==> src/rtl/rpn_button_pulser.sv <==
// rtl/rpn_button_pulser.sv - Enter/Undo button synchronizer, debounce and pulse generator
// Two-flop sync + per-button press/release FSM; long Undo hold raises Clear_pulse.
module rpn_button_pulser #(
   parameter int DEBOUNCE_CYCLES   = 10,
   parameter int LONG_PRESS_CYCLES = 50,
   localparam int CNT_W = $clog2(LONG_PRESS_CYCLES + 1)
) (
   input  logic       clock,
   input  logic       reset,
   input  logic       enter_btn,
   input  logic       undo_btn,
   output logic       Enter_pulse,
   output logic       Undo_pulse,
   output logic       Clear_pulse,
   output logic [1:0] btn_level
);

   typedef enum logic [1:0] {
      RELEASED    = 2'd0,
      ARM_PRESS   = 2'd1,
      PRESSED     = 2'd2,
      ARM_RELEASE = 2'd3
   } btnState_t;

   localparam logic [CNT_W-1:0] CNT_ONE  = CNT_W'(1);
   localparam logic [CNT_W-1:0] CNT_DEB  = CNT_W'(DEBOUNCE_CYCLES);
   localparam logic [CNT_W-1:0] CNT_LONG = CNT_W'(LONG_PRESS_CYCLES);
   localparam logic [CNT_W-1:0] CNT_FIRE = CNT_W'(LONG_PRESS_CYCLES - 1);

   // index 0 = Enter, index 1 = Undo
   logic [1:0]       sync1, sync2;
   btnState_t        state [2];
   btnState_t        stateNext [2];
   logic [CNT_W-1:0] cnt [2];
   logic [CNT_W-1:0] cntNext [2];
   logic [CNT_W-1:0] holdCnt, holdNext;
   logic [1:0]       pressReq, levelNext;
   logic             clearReq;
   logic             enterNext, undoNext;

   always_comb begin
      for (int b = 0; b < 2; b++) begin
         stateNext[b] = state[b];
         cntNext[b]   = cnt[b];
         pressReq[b]  = 1'b0;
         levelNext[b] = btn_level[b];
         case (state[b])
            RELEASED: begin
               if (sync2[b]) begin
                  stateNext[b] = ARM_PRESS;
                  cntNext[b]   = CNT_ONE;
               end
            end
            ARM_PRESS: begin
               if (!sync2[b]) begin
                  stateNext[b] = RELEASED;
                  cntNext[b]   = '0;
               end else if (cnt[b] == CNT_DEB) begin
                  stateNext[b] = PRESSED;
                  cntNext[b]   = '0;
                  levelNext[b] = 1'b1;
                  pressReq[b]  = 1'b1;
               end else begin
                  cntNext[b] = cnt[b] + CNT_ONE;
               end
            end
            PRESSED: begin
               if (!sync2[b]) begin
                  stateNext[b] = ARM_RELEASE;
                  cntNext[b]   = CNT_ONE;
               end
            end
            default: begin
               if (sync2[b]) begin
                  stateNext[b] = PRESSED;
                  cntNext[b]   = '0;
               end else if (cnt[b] == CNT_DEB) begin
                  stateNext[b] = RELEASED;
                  cntNext[b]   = '0;
                  levelNext[b] = 1'b0;
               end else begin
                  cntNext[b] = cnt[b] + CNT_ONE;
               end
            end
         endcase
      end
   end

   // Hold counter survives ARM_RELEASE->PRESSED bounces so Clear fires once per press.
   always_comb begin
      holdNext = holdCnt;
      clearReq = 1'b0;
      if (state[1] == PRESSED || state[1] == ARM_RELEASE) begin
         if (holdCnt != CNT_LONG) begin
            holdNext = holdCnt + CNT_ONE;
            clearReq = (holdCnt == CNT_FIRE);
         end
      end
      if (stateNext[1] == RELEASED || state[1] == ARM_PRESS) begin
         holdNext = '0;
      end
   end

   always_comb begin
      enterNext = pressReq[0] & ~clearReq;
      undoNext  = pressReq[1] & ~pressReq[0] & ~clearReq;
   end

   always_ff @(posedge clock or posedge reset) begin
      if (reset) begin
         sync1       <= '0;
         sync2       <= '0;
         holdCnt     <= '0;
         btn_level   <= '0;
         Enter_pulse <= 1'b0;
         Undo_pulse  <= 1'b0;
         Clear_pulse <= 1'b0;
         for (int b = 0; b < 2; b++) begin
            state[b] <= RELEASED;
            cnt[b]   <= '0;
         end
      end else begin
         sync1       <= {undo_btn, enter_btn};
         sync2       <= sync1;
         holdCnt     <= holdNext;
         btn_level   <= levelNext;
         Enter_pulse <= enterNext;
         Undo_pulse  <= undoNext;
         Clear_pulse <= clearReq;
         for (int b = 0; b < 2; b++) begin
            state[b] <= stateNext[b];
            cnt[b]   <= cntNext[b];
         end
      end
   end

endmodule

==> config.mk <==
export PLATFORM = sky130hd
export DESIGN_NAME = rpn_button_pulser
export DESIGN_NICKNAME = d
export VERILOG_FILES = /design/src/rtl/rpn_button_pulser.sv
export SDC_FILE = /design/constraint.sdc
export NUM_CORES = 1
export LEC_CHECK = 0
export CORE_UTILIZATION = 30
export CTS_BUF_LIST = sky130_fd_sc_hd__clkbuf_4
export DETAILED_ROUTE_END_ITERATION = 8
export HOLD_SLACK_MARGIN = 0.06
export PLACE_DENSITY_LB_ADDON = 0.12
export REMOVE_ABC_BUFFERS = 1
export SYNTH_ARGS = -nofsm -noshare
export SYNTH_HDL_FRONTEND = slang
export SYNTH_SLANG_ARGS = --single-unit
==> constraint.sdc <==
create_clock -name clock -period 2.4 [get_ports clock]
set_input_delay 0.24 -clock clock [delete_from_list [all_inputs] [get_ports clock]]
set_output_delay 0.24 -clock clock [all_outputs]
set_load 0.02 [all_outputs]
==> out/qor.csv, run 1 <==
metric;value;unit
status;finished, final reports clean;
fin_ws;0.613;ns
initial_core_util;31.5;%
max_cap_viol_count;0;
power_density;742;mW/mm2
ys_ff_latch;31;
min_period;1.79;ns
fmax;560;MHz
firstDrtPassIters;4;
setup_violations;0;
cp_max_fo;6;
synth_area;0.00162;mm2
clock_path_buffers;2;
antenna_found_initial;0;
ir_drop;0.279;mV
synth.avg_cell_area;10.4;um2
drive_gt1_share;9.47;%
grt_pass1_vias;1125;
grt_usage;12.4;%
p_clk_share;29.1;%
grt_max_degree;32;
ys_warn_count;0;
muxShareOfSynthArea;2.71;%
async_reset_ff_share;100;%
crit_type;register to register;
slew_viol_final;0;
diodes;0;
rows;26;
ys.flop_type;dfrtp_1;
wl_per_cell;12.3;um
slew_headroom;72.1;%
cp-end-kind;register;
synthSimpleGateAreaFrac;18.3;%
cts_setup_buffers;0;
cts_hold_buf;0;
path_clk_slew;0.11;ns
crit_required;2.61;ns
wl;2940;um
p_leak;0.829;nW
port_buffers;8;
finalSetupTns;0;ns
vias;1142;
vias_per_cell;4.78;
nets;183;
p_comb_share;26.0;%
die_x;75.4;um
num_io_pins;9;
dieArea;0.00569;mm2
startpoint_type;register;
dp_hpwl;2040;um
drtAntennaViolNets;0;
finalClockSkew;0.0119;ns
seq_area_frac_synth;48.0;%
intPower;0.932;mW
critPathArrivalTime;1.99;ns
die_h;75.4;um
min_period_over_period;74.5;%
synth_cell_type_count;47;
drc;0;
area_growth;14.7;%
hold_viol;0;
clk_root_buffer_cell;clkbuf_4;
syn_inst;155;
numCtsBuffers;5;
grt_pass1_wl;5190;um
synthAdderAreaFrac;8.51;%
swShare;32.2;%
synthXorXnorAreaFrac;4.80;%
tightest_slew;0.413;ns
cts_tree;built;
drtIter0Drc;44;
routabilityCongestion;0.807;
core-area;0.00514;mm2
cts.htree.levels;2;
cts_sinks;31;
insertion_delay;0.33;ns
synth_edf_count;0;
rsz0062_at_grt;false;
synth_compound_area_share;14.8;%
holdCritPathClass;input port to async pin;
p_seq_share;44.9;%
grt_remaining_overflow;0;
cts-resized-gates;0;
synth_top_family_by_area;simple AND/OR/NAND/NOR gates;
p_switching;0.443;mW
dp_slack;0.631;ns
cells in the final DEF (no fill, tap or decap), drive strengths merged, types with 4 or more instances in the layout:
master	instances
xor2	5
ha	11
a21oi	5
o21ai	10
dfrtp	31
nor2	15
o22ai	4
inv	9
clkdlybuf4s50	8
nand2	10
and3	4
nand3	4
clkbuf	5
registers in the layout, indices dropped and copies added (netlist names), named ones only:
| register | flops |
|---|---|
| cnt | 12 |
| holdCnt | 6 |
| state | 3 |
| btn_level | 2 |
| sync1 | 2 |
| sync2 | 2 |
| Clear_pulse | 1 |
| Enter_pulse | 1 |
| Undo_pulse | 1 |
final cells by class:
type	instances	area, um2
clock buffers	5	37.5
clock inverters	3	38.8
fillers	538	3290
inverters	9	33.8
multi-input cells	112	793
flip-flops and latches	31	776
well taps	70	87.6
repair buffers	9	87.6
cell families (layout without fill, tap and decap cells):
group,count (synthesis),count (layout)
and+or+nand+nor,54,54
AOI/OAI and AO/OA,35,35
xor gates and xnor gates,8,8
DFF,31,31
adders and majority gates,11,11
muxes,4,4
buffers and inverters,12,26
Yosys cell counts, types with 2 or more instances:
cell type / number / area (um2)
a21o_1: 3 / 22.5
a21oi_1: 5 / 25.0
a2bb2oi_1: 2 / 17.5
a31oi_1: 2 / 12.5
and3_1: 4 / 25.0
buf_2: 2 / 10.0
dfrtp_1: 31 / 776
ha_1: 11 / 138
inv_1: 9 / 33.8
mux2_1: 2 / 22.5
nand2_1: 10 / 37.5
nand2b_1: 2 / 12.5
nand3_1: 4 / 20.0
nand3b_1: 2 / 15.0
nand4_1: 3 / 18.8
nor2_1: 15 / 56.3
nor2b_1: 2 / 12.5
nor3b_1: 2 / 15.0
o21ai_0: 7 / 35.0
o21ai_1: 3 / 15.0
o22ai_1: 3 / 18.8
xnor2_1: 3 / 26.3
xor2_1: 4 / 35.0
path summary, 6_finish.rpt:
kind	from	end	slack, ns	cells after the start
worst max-delay path	cnt[0]	holdCnt[3]	0.61	6
worst min-delay path	reset	Clear_pulse	0.28	3
worst max register to register	cnt[0]	holdCnt[3]	0.61	6
worst min register to register	sync1[1]	sync2[1]	0.36	0
max in group asynchronous	reset	cnt[0]	1.81	3
min in group clock	enter_btn	sync1[0]	0.34	1
routing by layer:
| layer | up-vias | track usage, % | wire (um) |
|---|---|---|---|
| li1 | 570 | - | - |
| met1 | 531 | 16.0 | 1410 |
| met2 | 32 | 18.8 | 1330 |
| met3 | 9 | 3.97 | 117 |
| met4 | 0 | 6.17 | 77 |
| met5 | - | 0 | 0 |
power groups by stage:
stage / combinational (mW) / sequential, mW / clock (mW)
after global routing: 0.424 / 0.626 / 0.438
after floorplan: 0.292 / 0.615 / 0
final: 0.358 / 0.618 / 0.400
after detailed placement: 0.361 / 0.628 / 0
after global placement: 0.361 / 0.626 / 0
after CTS: 0.362 / 0.618 / 0.414
worst max-delay path, cell delays in order (launching register included):
cell	delay (ns)
dfrtp_1	0.42
inv_1	0.08
ha_1	0.14
nand4bb_1	0.16
or3b_1	0.47
o22ai_2	0.31
nor2_1	0.10
per-stage QoR:
stage	power, mW	cell area [um2]	std cells	hold WS [ns]	utilization (%)
after detailed placement	0.988	1780	231	0.341	34.6
after global placement	0.987	1780	231	0.336	34.6
final	1.38	1850	239	0.283	36.1
after floorplan	0.907	1600	152	0.271	-
after CTS	1.39	1850	239	0.288	36.1
after global routing	1.49	1850	239	0.326	36.1
(Power assumes the default switching activity.)
==> run 2: changes to the inputs <==
clock period = 1.73 ns   (was 2.4 ns; I/O delays follow)
==> out/qor.csv, run 2 (synthesized netlist as in run 1, its figures left out) <==
metric;value;unit;change
num_io_pins;9;;unchanged
crit_required;1.96;ns;-0.65 ns
critPathBufInv;0;;-1
drtAntennaViolNets;0;;unchanged
multi_input_area;813;um2;+2.5%
min_period_over_period;97.9;%;+23 points
drtIter0Drc;61;;+39%
p_clk_share;21.4;%;-7.7 points
drive_gt1_share;16.1;%;+6.6 points
cp-end-kind;register;;
final_common_cell;dfrtp_1;;
area_growth;19.6;%;
hold_viol;0;;unchanged
wl;3110;um;+6.0%
fin_ws;0.0369;ns;-0.576 ns
p_seq_share;45.0;%;about the same
port_buffers;8;;unchanged
finalHoldWorstSlack;0.218;ns;-0.0651 ns
initial_core_util;31.5;%;unchanged
crit_type;register to register;;
grt_pass1_wl;5480;um;+5.6%
clk_root_buffer_cell;clkbuf_4;;
fmax;591;MHz;+5.6%
cts_sinks;31;;unchanged
grt_remaining_overflow;0;;unchanged
die_h;75.4;um;unchanged
n_fill_cell;549;;+2.0%
core-area;0.00514;mm2;unchanged
max_cap_viol_count;0;;unchanged
swShare;34.7;%;+2.5 points
numCtsBuffers;5;;unchanged
dieArea;0.00569;mm2;unchanged
cts_tree;built;;
cp_max_fo;4;;-2
vias;1195;;+4.6%
grt_max_degree;32;;unchanged
largest_reg_flops;12;;unchanged
vias_per_cell;4.78;;about the same
tightest_slew;0.388;ns;-0.0253 ns
reg_top3;cnt (12), holdCnt (6), state (3);;
path_clk_slew;0.10;ns;about the same
slew_headroom;74.1;%;+2.1 points
p_switching;0.655;mW;+48%
total_power;1.89;mW;+37%
startpoint_type;register;;
routabilityCongestion;0.818;;+1.4%
cts.htree.levels;2;;unchanged
slew_viol_final;0;;unchanged
crit_path_max_incr_delay;0.40;ns;-0.07 ns
status;finished, final reports clean;;
p_leak;0.874;nW;+5.4%
min_period;1.69;ns;-0.0940 ns
grt_pass1_vias;1187;;+5.5%
grt_usage;13.0;%;+0.53 points
diodes;0;;unchanged
final_cell_mix;dfrtp_1 (31), nor2_1 (15), buf_4 (12), ha_1 (11), nand2_1 (10);;
cts_hold_buf;0;;unchanged
firstDrtPassIters;4;;unchanged
drc;0;;unchanged
antenna_found_initial;0;;unchanged
insertion_delay;0.33;ns;about the same
rsz0062_at_grt;true;;
setup_violations;0;;unchanged
ir_drop;0.309;mV;+11%
finalSetupTns;0;ns;unchanged
cp_top_family;simple AND/OR/NAND/NOR gates;;
die_x;75.4;um;unchanged
p_comb_share;33.6;%;+7.6 points
dp_hpwl;2150;um;+5.4%
clock_path_buffers;2;;unchanged
rows;26;;unchanged
finalClockSkew;0.00885;ns;-0.00306 ns
cp_slowest_cell;or3_4;;
largest_register;cnt;;
dp_slack;0.0408;ns;-0.590 ns
seq_area;776;um2;unchanged
power_density;978;mW/mm2;+32%
intPower;1.24;mW;+32%
critPathArrivalTime;1.92;ns;-0.07 ns
wl_per_cell;12.4;um;+1.3%
nets;194;;+6.0%
worstPathCellList;or3_4 > or2_4 > a211oi_2 > mux2_4;;
holdCritPathClass;input port to async pin;;
## run 2: changes by cell type in the layout (fill, tap and decap cells not counted), sizes merged
cell,previous run,this run
bufinv,1,0
buf,1,12
clkinvlp,0,1
## run 2: cell type report
class	instances	share of cell area, %
timing repair buffer	20	8.80
tap	70	4.53
sequential	31	40.1
clock buffer	5	1.94
multi-input combinational	112	42.1
clock inverter	3	0.777
inverter	9	1.75
## run 2: metrics by stage
| step | area (um2) | std cells | utilization, % |
|---|---|---|---|
| 3_5_place_dp | 1850 | 240 | 35.9 |
| 4_1_cts | 1900 | 248 | 36.9 |
| 6_report | 1930 | 250 | 37.6 |
| 5_1_grt | 1930 | 250 | 37.6 |
| 2_1_floorplan | 1600 | 152 | - |
| 3_3_place_gp | 1850 | 240 | 35.9 |
## run 2: what timing repair did
item,CTS,global route
setup buffers,0,2
endpoints found under the setup margin,0,10
gates resized for setup,0,6
## run 2: routing by layer
metal / vias up / wire, um / global-route usage, %
met1: 569 / 1550 / 16.3
li1: 598 / - / -
met2: 21 / 1390 / 20.4
met3: 7 / 110 / 3.57
met4: 0 / 65 / 6.79
met5: - / 0 / 0
## run 2: final timing paths
| check | from | to | slack, ns | depth (start not counted) |
|---|---|---|---|---|
| worst min-delay path | reset | async pin | 0.22 | 3 |
| min in group clock | undo_btn | sync1[1] | 0.26 | 1 |
| worst max-delay path | cnt[10] | register | 0.04 | 4 |
| worst max register to register | cnt[10] | register | 0.04 | 4 |
| max in group asynchronous | reset | Undo_pulse | 1.22 | 3 |
| worst min register to register | sync1[1] | sync2[1] | 0.36 | 0 |
## run 2: power by group through the flow
stage,Combinational [mW],Clock (mW),Sequential (mW)
2_1_floorplan,0.405,0,0.854
3_3_place_gp,0.583,0,0.868
3_5_place_dp,0.581,0,0.866
4_1_cts,0.586,0.431,0.854
5_1_grt,0.725,0.464,0.861
6_report,0.635,0.404,0.851
## run 2: worst reg2reg max path: cells and delay by family (launching register included)
| family | cells | cell delay (ns) |
|---|---|---|
| AOI/OAI and AO/OA | 1 | 0.22 |
| muxes | 1 | 0.32 |
| DFF | 1 | 0.39 |
| and+or+nand+nor | 2 | 0.66 |
==> run 3: changes to the inputs <==
CAP_MARGIN = 20   (was default)
clock period = 2.03 ns   (was 1.73 ns; I/O delays follow)
==> out/qor.csv, run 3 (synthesized netlist as in run 1, its figures left out) <==
metric;value;unit;change
status;finished, final reports clean;;
diodes;0;;unchanged
use_met2;20.5;%;+0.099 points
p_comb_share;28.5;%;-5.1 points
insertion_delay;0.33;ns;about the same
grtUsageMet3;3.84;%;+0.26 points
rsz0062_at_grt;false;;
die_h;75.4;um;unchanged
fin_ws;0.238;ns;+0.201 ns
clk_root_buffer_cell;clkbuf_4;;
drive_gt1_share;9.41;%;-6.7 points
fmax;558;MHz;-5.5%
cts_sinks;31;;unchanged
min_period_over_period;88.3;%;-9.6 points
clock_path_buffers;2;;unchanged
rrSetupSlack;0.24;ns;+0.20 ns
reg2reg_to;holdCnt[1];;
area_growth;13.7;%;
dieArea;0.00569;mm2;unchanged
cts_tree;built;;
die_x;75.4;um;unchanged
stdcell_area;0.00184;mm2;-4.9%
grt_use_met1;15.7;%;-0.51 points
slew_viol_final;0;;unchanged
crit_required;2.23;ns;+0.27 ns
critPathArrivalTime;1.99;ns;+0.07 ns
wl_per_cell;12.7;um;+2.4%
holdCritPathClass;input port to async pin;;
grt-busiest-layer;met2;;
core-area;0.00514;mm2;unchanged
r2r_start;cnt[0];;
fin_cells;240;;-4.0%
numCtsBuffers;5;;unchanged
startpoint_type;register;;
place_inst;232;;-3.3%
final_common_cell;dfrtp_1;;
cts-resized-gates;0;;unchanged
slew_headroom;71.5;%;-2.6 points
vias;1166;;-2.4%
wl;3060;um;-1.7%
initial_core_util;31.5;%;unchanged
hold_viol;0;;unchanged
finalSetupTns;0;ns;unchanged
cts_hold_buf;0;;unchanged
cts_setup_buffers;0;;unchanged
grt_max_degree;32;;unchanged
drc;0;;unchanged
nets;184;;-5.2%
cts.htree.levels;2;;unchanged
drtAntennaViolNets;0;;unchanged
rows;26;;unchanged
place_area;0.00179;mm2;-3.3%
p_seq_share;48.2;%;+3.2 points
crit_type;register to register;;
setup_violations;0;;unchanged
path_clk_slew;0.10;ns;about the same
worstRegToRegCells;6;;+2
dp_hpwl;2130;um;-1.2%
firstDrtPassIters;4;;unchanged
ir_drop;0.268;mV;-13%
grt_pass1_vias;1216;;+2.4%
largest_register;cnt;;
port_buffers;8;;unchanged
grt_remaining_overflow;0;;unchanged
min_period;1.79;ns;+0.0988 ns
power_density;826;mW/mm2;-16%
finalClockSkew;0.00649;ns;-0.00235 ns
dp_slack;0.247;ns;+0.207 ns
largest_reg_flops;12;;unchanged
final_cell_mix;dfrtp_1 (31), nor2_1 (15), ha_1 (11), nand2_1 (10), inv_1 (9);;
drtIter0Drc;54;;-11%
finalHoldWorstSlack;0.249;ns;+0.0302 ns
cp-end-kind;register;;
routabilityCongestion;0.805;;-1.6%
grt_pass1_wl;5430;um;-0.88%
max_cap_viol_count;0;;unchanged
cp_max_fo;6;;+2
p_clk_share;23.3;%;+1.9 points
intPower;0.993;mW;-20%
p_switching;0.525;mW;-20%
tightest_slew;0.422;ns;+0.0343 ns
grt_usage;13.0;%;+0.087 points
num_io_pins;9;;unchanged
antenna_found_initial;0;;unchanged
n_fill_cell;527;;-4.0%
swShare;34.6;%;-0.081 points
p_leak;0.822;nW;-5.9%
reg_top3;cnt (12), holdCnt (6), state (3);;
vias_per_cell;4.86;;+1.6%
run 3: changes by cell type in the layout (fill, tap and decap cells not counted):
cell and delta:
a2bb2oi_1 +1, o22ai_2 +1, or3b_4 -1, or3b_1 +1
o21ai_1 -2, buf_4 -10, clkinvlp_4 -1, clkbuf_4 +1
a2bb2oi_2 -1, mux2_4 -1, o21ai_0 +2, o22ai_4 -1
mux2_1 +1
run 3: final cells by class:
type | count | area, um2 | area share [%]
clock buffers | 6 | 45.0 | 2.45
repair buffers | 10 | 95.1 | 5.17
well taps | 70 | 87.6 | 4.77
clock inverters | 2 | 7.51 | 0.408
inverters | 9 | 33.8 | 1.84
multi-input cells | 112 | 793 | 43.2
flip-flops and latches | 31 | 776 | 42.2
run 3: power by group through the flow:
stage	Sequential [mW]	Clock, mW	Combinational, mW
4_1_cts	0.731	0.377	0.437
5_1_grt	0.744	0.401	0.507
6_report	0.731	0.354	0.433
3_3_place_gp	0.740	0	0.428
2_1_floorplan	0.728	0	0.345
3_5_place_dp	0.742	0	0.436
run 3: critical path, cell delays in order, from the launching register on:
cell and delay (ns):
dfrtp_1 0.42, inv_1 0.07, ha_1 0.14, nand4bb_1 0.15
or3b_1 0.48, o22ai_2 0.31, a211oi_1 0.09
run 3: metrics by stage:
stage	util, %	total power, mW
floorplan	-	1.07
global placement	34.7	1.17
detailed placement	34.7	1.18
CTS	35.8	1.54
global route	35.8	1.65
finish	35.8	1.52
run 3: worst max-delay path by stage:
stage                     cells past startpoint  slack (ns)    endpoint     from
final                                         6        0.24  holdCnt[1]   cnt[0]
after global routing                          6        0.11  holdCnt[1]   cnt[0]
after CTS                                     6        0.23  holdCnt[1]   cnt[0]
after detailed placement                      6        0.25  holdCnt[1]   cnt[0]
after global placement                        6        0.31  holdCnt[1]   cnt[0]
after floorplan                               4        0.39    register  cnt[10]
run 3: metal layers:
layer | routed length, um | share of wire, %
met5 | 0 | 0
met4 | 79 | 2.6
met3 | 114 | 3.7
met2 | 1360 | 45
met1 | 1500 | 49
==> RTL change 1 (config.mk and constraints of run 3) <==
The parameter `DEBOUNCE_CYCLES` goes from 10 to 8.
--- a/src/rtl/rpn_button_pulser.sv
+++ b/src/rtl/rpn_button_pulser.sv
@@ -3,3 +3,3 @@
 module rpn_button_pulser #(
-   parameter int DEBOUNCE_CYCLES   = 10,
+   parameter int DEBOUNCE_CYCLES   = 8,
    parameter int LONG_PRESS_CYCLES = 50,
Check against the original RTL: no difference found for any inputs over 10 cycles, from zero or initial values and one cycle with reset high; that may be too few to reach the edited logic, so the function may still have changed.
==> RTL change 1 against run 3 <==
Total power rose by 2.1%. Critical path depth unchanged. Core utilization increased by 0.98 points. Synthesized area fell by 2.6%. Routed wire length down 9.1%. Setup slack better by 13 ps. Synthesized cell count rose by 0.65%. Largest cell class is now registers. Final cell count decreased by 0.83%. Cell area decreased by 2.5%. Sequential cell count unchanged.
==> RTL change 1: results (changes against run 3) <==
met3_length_um: 80  # -30%
grt_start_max_net_pins: 32  # unchanged
power_switching_mw: 0.5475  # +4.3%
maxUsedRoutingLayer: "met4"
muxShareOfSynthArea_pct: 2.703  # -0.0063 points
slowest_stage: "or3b_1"
cts_resized: 0  # unchanged
synth_commonest_cells: "31 x dfrtp_1, 14 x nor2_1, 13 x inv_1"
leakage_nw: 0.7837  # -4.7%
dp_hpwl_um: 1956  # -8.0%
post-cts-setup-buffers: 0  # unchanged
grt_pass1_vias: 1093  # -10%
ys_async_sr_fraction_pct: 100.0  # unchanged
top_register: "cnt"
hold_path_class: "primary input to asynchronous set/reset pin"
grt_pass1_wl_um: 4899  # -9.8%
powerSeq_mw: 0.741  # +1%
drive_gt1_share_pct: 8.772  # -0.64 points
synthXorXnorAreaFrac_pct: 5.485  # +0.69 points
yosysUniqueCellTypes: 38  # -19%
diodes: 0  # unchanged
yosysSeqAreaShare_pct: 49.28  # +1.3 points
crit_path_max_incr_delay_ps: 460  # -20 ps
drtIter0Drc: 31  # -43%
via_per_inst: 4.798  # -1.2%
reg2reg_slack_ps: 250
r2r-end: "holdCnt[1]$_DFFE_PP0P_"
numCtsBuffers: 5  # unchanged
synth-compound-area-share_pct: 13.35  # -1.4 points
gp_congestion: 0.8231  # +2.3%
grt_use_met3_pct: 5.285  # +1.4 points
wl_met2_um: 1270  # -6.8%
clk_pin_slew_ps: 90
clock_latency_ps: 330  # about the same
use_met2_pct: 17.42  # -3.1 points
track_usage_pct: 12.09  # -0.96 points
whs_ps: 262.9  # +14.27 ps
synth_area_leaders: "dfrtp_1 49%, ha_1 8.7%, o21ai_0 3.5%"
first_pass_iters: 4  # unchanged
port_buffers: 8  # unchanged
synth_fa_ha_area_share_pct: 8.744  # +0.23 points
worst-path-max-fanout: 6  # unchanged
cp_top_family: "simple AND/OR/NAND/NOR gates"
fin_nets: 185  # +0.54%
status: "finished clean"
wl_per_cell_um: 11.68  # -8.3%
slew_headroom_pct: 59.08  # -12 points
reg2reg_from: "cnt[0]$_DFFE_PP0P_"
ys_warn_count: 0  # unchanged
top_regs: "cnt: 12 flops, holdCnt: 6 flops, state: 3 flops"
comb_power_mw: 0.467  # +7.9%
use_met1_pct: 15.79  # +0.043 points
finalSetupTns_ps: 0  # unchanged
met1_length_um: 1377  # -8.3%
root_buffer: "clkbuf_4"
ir_drop_uv: 463.1  # +73%
grt_antenna_before_repair: 0  # unchanged
cts_max_level: 2  # unchanged
clock_path_buffers: 2  # unchanged
clock_skew_ps: 7.505  # +1.015 ps
RTL change 1: worst max-delay path by stage:
stage                  startpoint                endpoint  slack, ps
6_report       cnt[0]$_DFFE_PP0P_  holdCnt[1]$_DFFE_PP0P_        250
5_1_grt        cnt[0]$_DFFE_PP0P_  holdCnt[1]$_DFFE_PP0P_        120
4_1_cts        cnt[0]$_DFFE_PP0P_  holdCnt[1]$_DFFE_PP0P_        240
3_5_place_dp   cnt[0]$_DFFE_PP0P_  holdCnt[1]$_DFFE_PP0P_        230
3_3_place_gp   cnt[0]$_DFFE_PP0P_  holdCnt[1]$_DFFE_PP0P_        280
2_1_floorplan  cnt[0]$_DFFE_PP0P_  holdCnt[1]$_DFFE_PP0P_        420
RTL change 1: tightest hold or removal path, delay by kind of cell:
kind / cells / cell delay, ps
buffers and inverters: 3 / 810
RTL change 1: metrics by stage:
stage	util [%]	setup slack (ps)	cell area [sq um]	power (mW)	std cells
5_1_grt	36.74	123.5	1793	1.692	238
3_3_place_gp	35.67	284.2	1740	1.219	230
6_report	36.74	251.4	1793	1.550	238
2_1_floorplan	-	420.2	1562	1.101	153
4_1_cts	36.74	244.1	1793	1.577	238
3_5_place_dp	35.67	233.0	1740	1.222	230
RTL change 1: layout make-up:
| cell class | instances | area (sq um) |
|---|---|---|
| well taps | 67 | 83.83 |
| flip-flops and latches | 31 | 775.7 |
| repair buffers | 10 | 95.09 |
| clock buffers | 5 | 37.54 |
| multi-input cells | 109 | 737.0 |
| inverters | 13 | 48.80 |
| fillers | 498 | 3087 |
| clock inverters | 3 | 15.01 |
RTL change 1: logic make-up after synthesis:
group	after synthesis
AOI/OAI and AO/OA	34
muxes	4
DFF	31
adders and majority gates	11
and+or+nand+nor	51
xor gates and xnor gates	9
buffers and inverters	16
==> RTL change 2 (settings of run 3) <==
Without the edit above. Register the output `btn_level` once more; this adds one clock of latency there. The other outputs are not delayed to match.
--- a/src/rtl/rpn_button_pulser.sv
+++ b/src/rtl/rpn_button_pulser.sv
@@ -29,2 +29,4 @@
 
+   logic [1:0] btn_level_s0;
+
    // index 0 = Enter, index 1 = Undo
@@ -45,3 +47,3 @@
          pressReq[b]  = 1'b0;
-         levelNext[b] = btn_level[b];
+         levelNext[b] = btn_level_s0[b];
          case (state[b])
@@ -113,3 +115,3 @@
          holdCnt     <= '0;
-         btn_level   <= '0;
+         btn_level_s0 <= '0;
          Enter_pulse <= 1'b0;
@@ -125,3 +127,3 @@
          holdCnt     <= holdNext;
-         btn_level   <= levelNext;
+         btn_level_s0 <= levelNext;
          Enter_pulse <= enterNext;
@@ -136,2 +138,6 @@
 
+   always_ff @(posedge clock) begin
+      btn_level <= btn_level_s0;
+   end
+
 endmodule
Function: same outputs for any inputs over 10 cycles, from zero or initial values and one cycle with reset high; that may be too few to reach the edited logic, so the function may still have changed.
==> RTL change 2 against run 3 <==
Largest power group unchanged. Sequential cell count is 2 higher. Fmax is 0.79% lower. Clock power fell by 5%. Final cell count up 4.6%. Total power grew 3.7%. Synthesized cell count up 8.4%. Non-clock buffer count unchanged. Critical endpoint is now btn_level_s0[0]$_DFFE_PP0P_. Synthesized area grew 4.3%. Highest routed layer unchanged. Largest cell class is now registers. Sequential power up 5.5%. Setup slack got worse by 14 ps. Clock skew down 0.76 ps. Cell area rose by 2.9%. Routed wire length up 2.3%.
==> RTL change 2: results (changes against run 3) <==
status: "finished clean"
grt_pass1_vias: 1181  # -2.9%
clock_skew_ps: 5.733  # -0.7582 ps
avgSynthCellArea_sq_um: 10.03  # -3.8%
diodes: 0  # unchanged
crit_end: "btn_level_s0[0]$_DFFE_PP0P_"
worst-path-max-fanout: 8  # +2
reg2reg_depth: 6  # unchanged
use_met1_pct: 15.26  # -0.48 points
slowest_stage: "or4_1"
via_per_inst: 4.733  # -2.6%
final_cell_area_sq_um: 1892  # +2.9%
synth-seq-cells: 33  # +6.5%
ir_drop_uv: 241.1  # -10%
buffers: 10  # unchanged
crit_path_max_incr_delay_ps: 500  # +20 ps
slew_headroom_pct: 64.56  # -7.0 points
swShare_pct: 34.66  # +0.072 points
yosysUniqueCellTypes: 40  # -15%
yosysSeqAreaShare_pct: 48.40  # +0.42 points
clock_path_buffers: 2  # unchanged
placed_area_sq_um: 1842  # +3.2%
use_met2_pct: 18.04  # -2.5 points
numCtsBuffers: 5  # unchanged
fin_nets: 195  # +6.0%
dpl.cell_count: 243  # +4.7%
drt_wl_total_um: 3127  # +2.3%
worstPathArrival_ps: 2070  # +80 ps
num-fill-cells: 552  # +4.7%
sh_seq_area_pct: 43.12  # +0.92 points
grt_antenna_before_repair: 0  # unchanged
drive_gt1_share_pct: 5.525  # -3.9 points
dpl_worst_slack_ps: 245.7  # -1.712 ps
hold_path_class: "primary input to asynchronous set/reset pin"
startpoint: "cnt[6]$_DFFE_PP0P_"
multi_input_gates: 121  # +8.0%
top_regs: "cnt: 12 flops, holdCnt: 6 flops, state: 3 flops"
drtIter0Drc: 89  # +65%
synth_commonest_cells: "31 x dfrtp_1, 15 x nand2_1, 12 x nor2_1"
ys_async_sr_fraction_pct: 93.94  # -6.1 points
bufAreaShareNonClock_pct: 5.026  # -0.15 points
leakage_nw: 0.8083  # -1.7%
track_usage_pct: 11.72  # -1.3 points
multiInputGateArea_sq_um: 809.5  # +2.1%
final_core_util_pct: 35.90  # +0.14 points
synth_area_leaders: "dfrtp_1 46%, ha_1 8.2%, xor2_1 3.6%"
clk_share_pct: 2.646  # -0.21 points
dp_hpwl_um: 2271  # +6.9%
min_period_ps: 1806  # +14.29 ps
grt_use_met3_pct: 3.571  # -0.26 points
grt_pass1_wl_um: 5430  # unchanged
whs_ps: 251.9  # +3.341 ps
gp_congestion: 0.7595  # -5.6%
stdcell_count: 251  # +4.6%
==> RTL change 2: cell types whose count changed after synthesis, moves of 3 or more <==
cell,delta
nor2_1,-3
nor3_1,+4
xor2_1,+3
nand2_1,+5
a21oi_1,+4
clkbuf_1,+3
==> RTL change 2: cell families after synthesis <==
kind of cell | synth area share [%]
flip-flops | 48.40
buffers and inverters | 3.563
XOR/XNOR | 5.716
AND/OR/NAND/NOR | 18.56
multiplexers | 2.524
adder cells (fa/ha/maj) | 8.166
AO/OA/AOI/OAI | 13.07
==> RTL change 2: power by group through the flow <==
stage                     sequential [mW]  clock, mW  combinational, mW
after floorplan                     0.770          0              0.367
after global placement              0.783          0              0.467
after detailed placement            0.785          0              0.472
after CTS                           0.771      0.363              0.476
after global routing                0.783      0.392              0.537
final                               0.771      0.337              0.466
==> RTL change 2: layer usage <==
metal	vias up	wire length, um	share of wire (%)
li1	614	-	-
met1	555	1495	48
met2	14	1504	48
met3	5	91	2.9
met4	0	35	1.1
met5	-	0	0
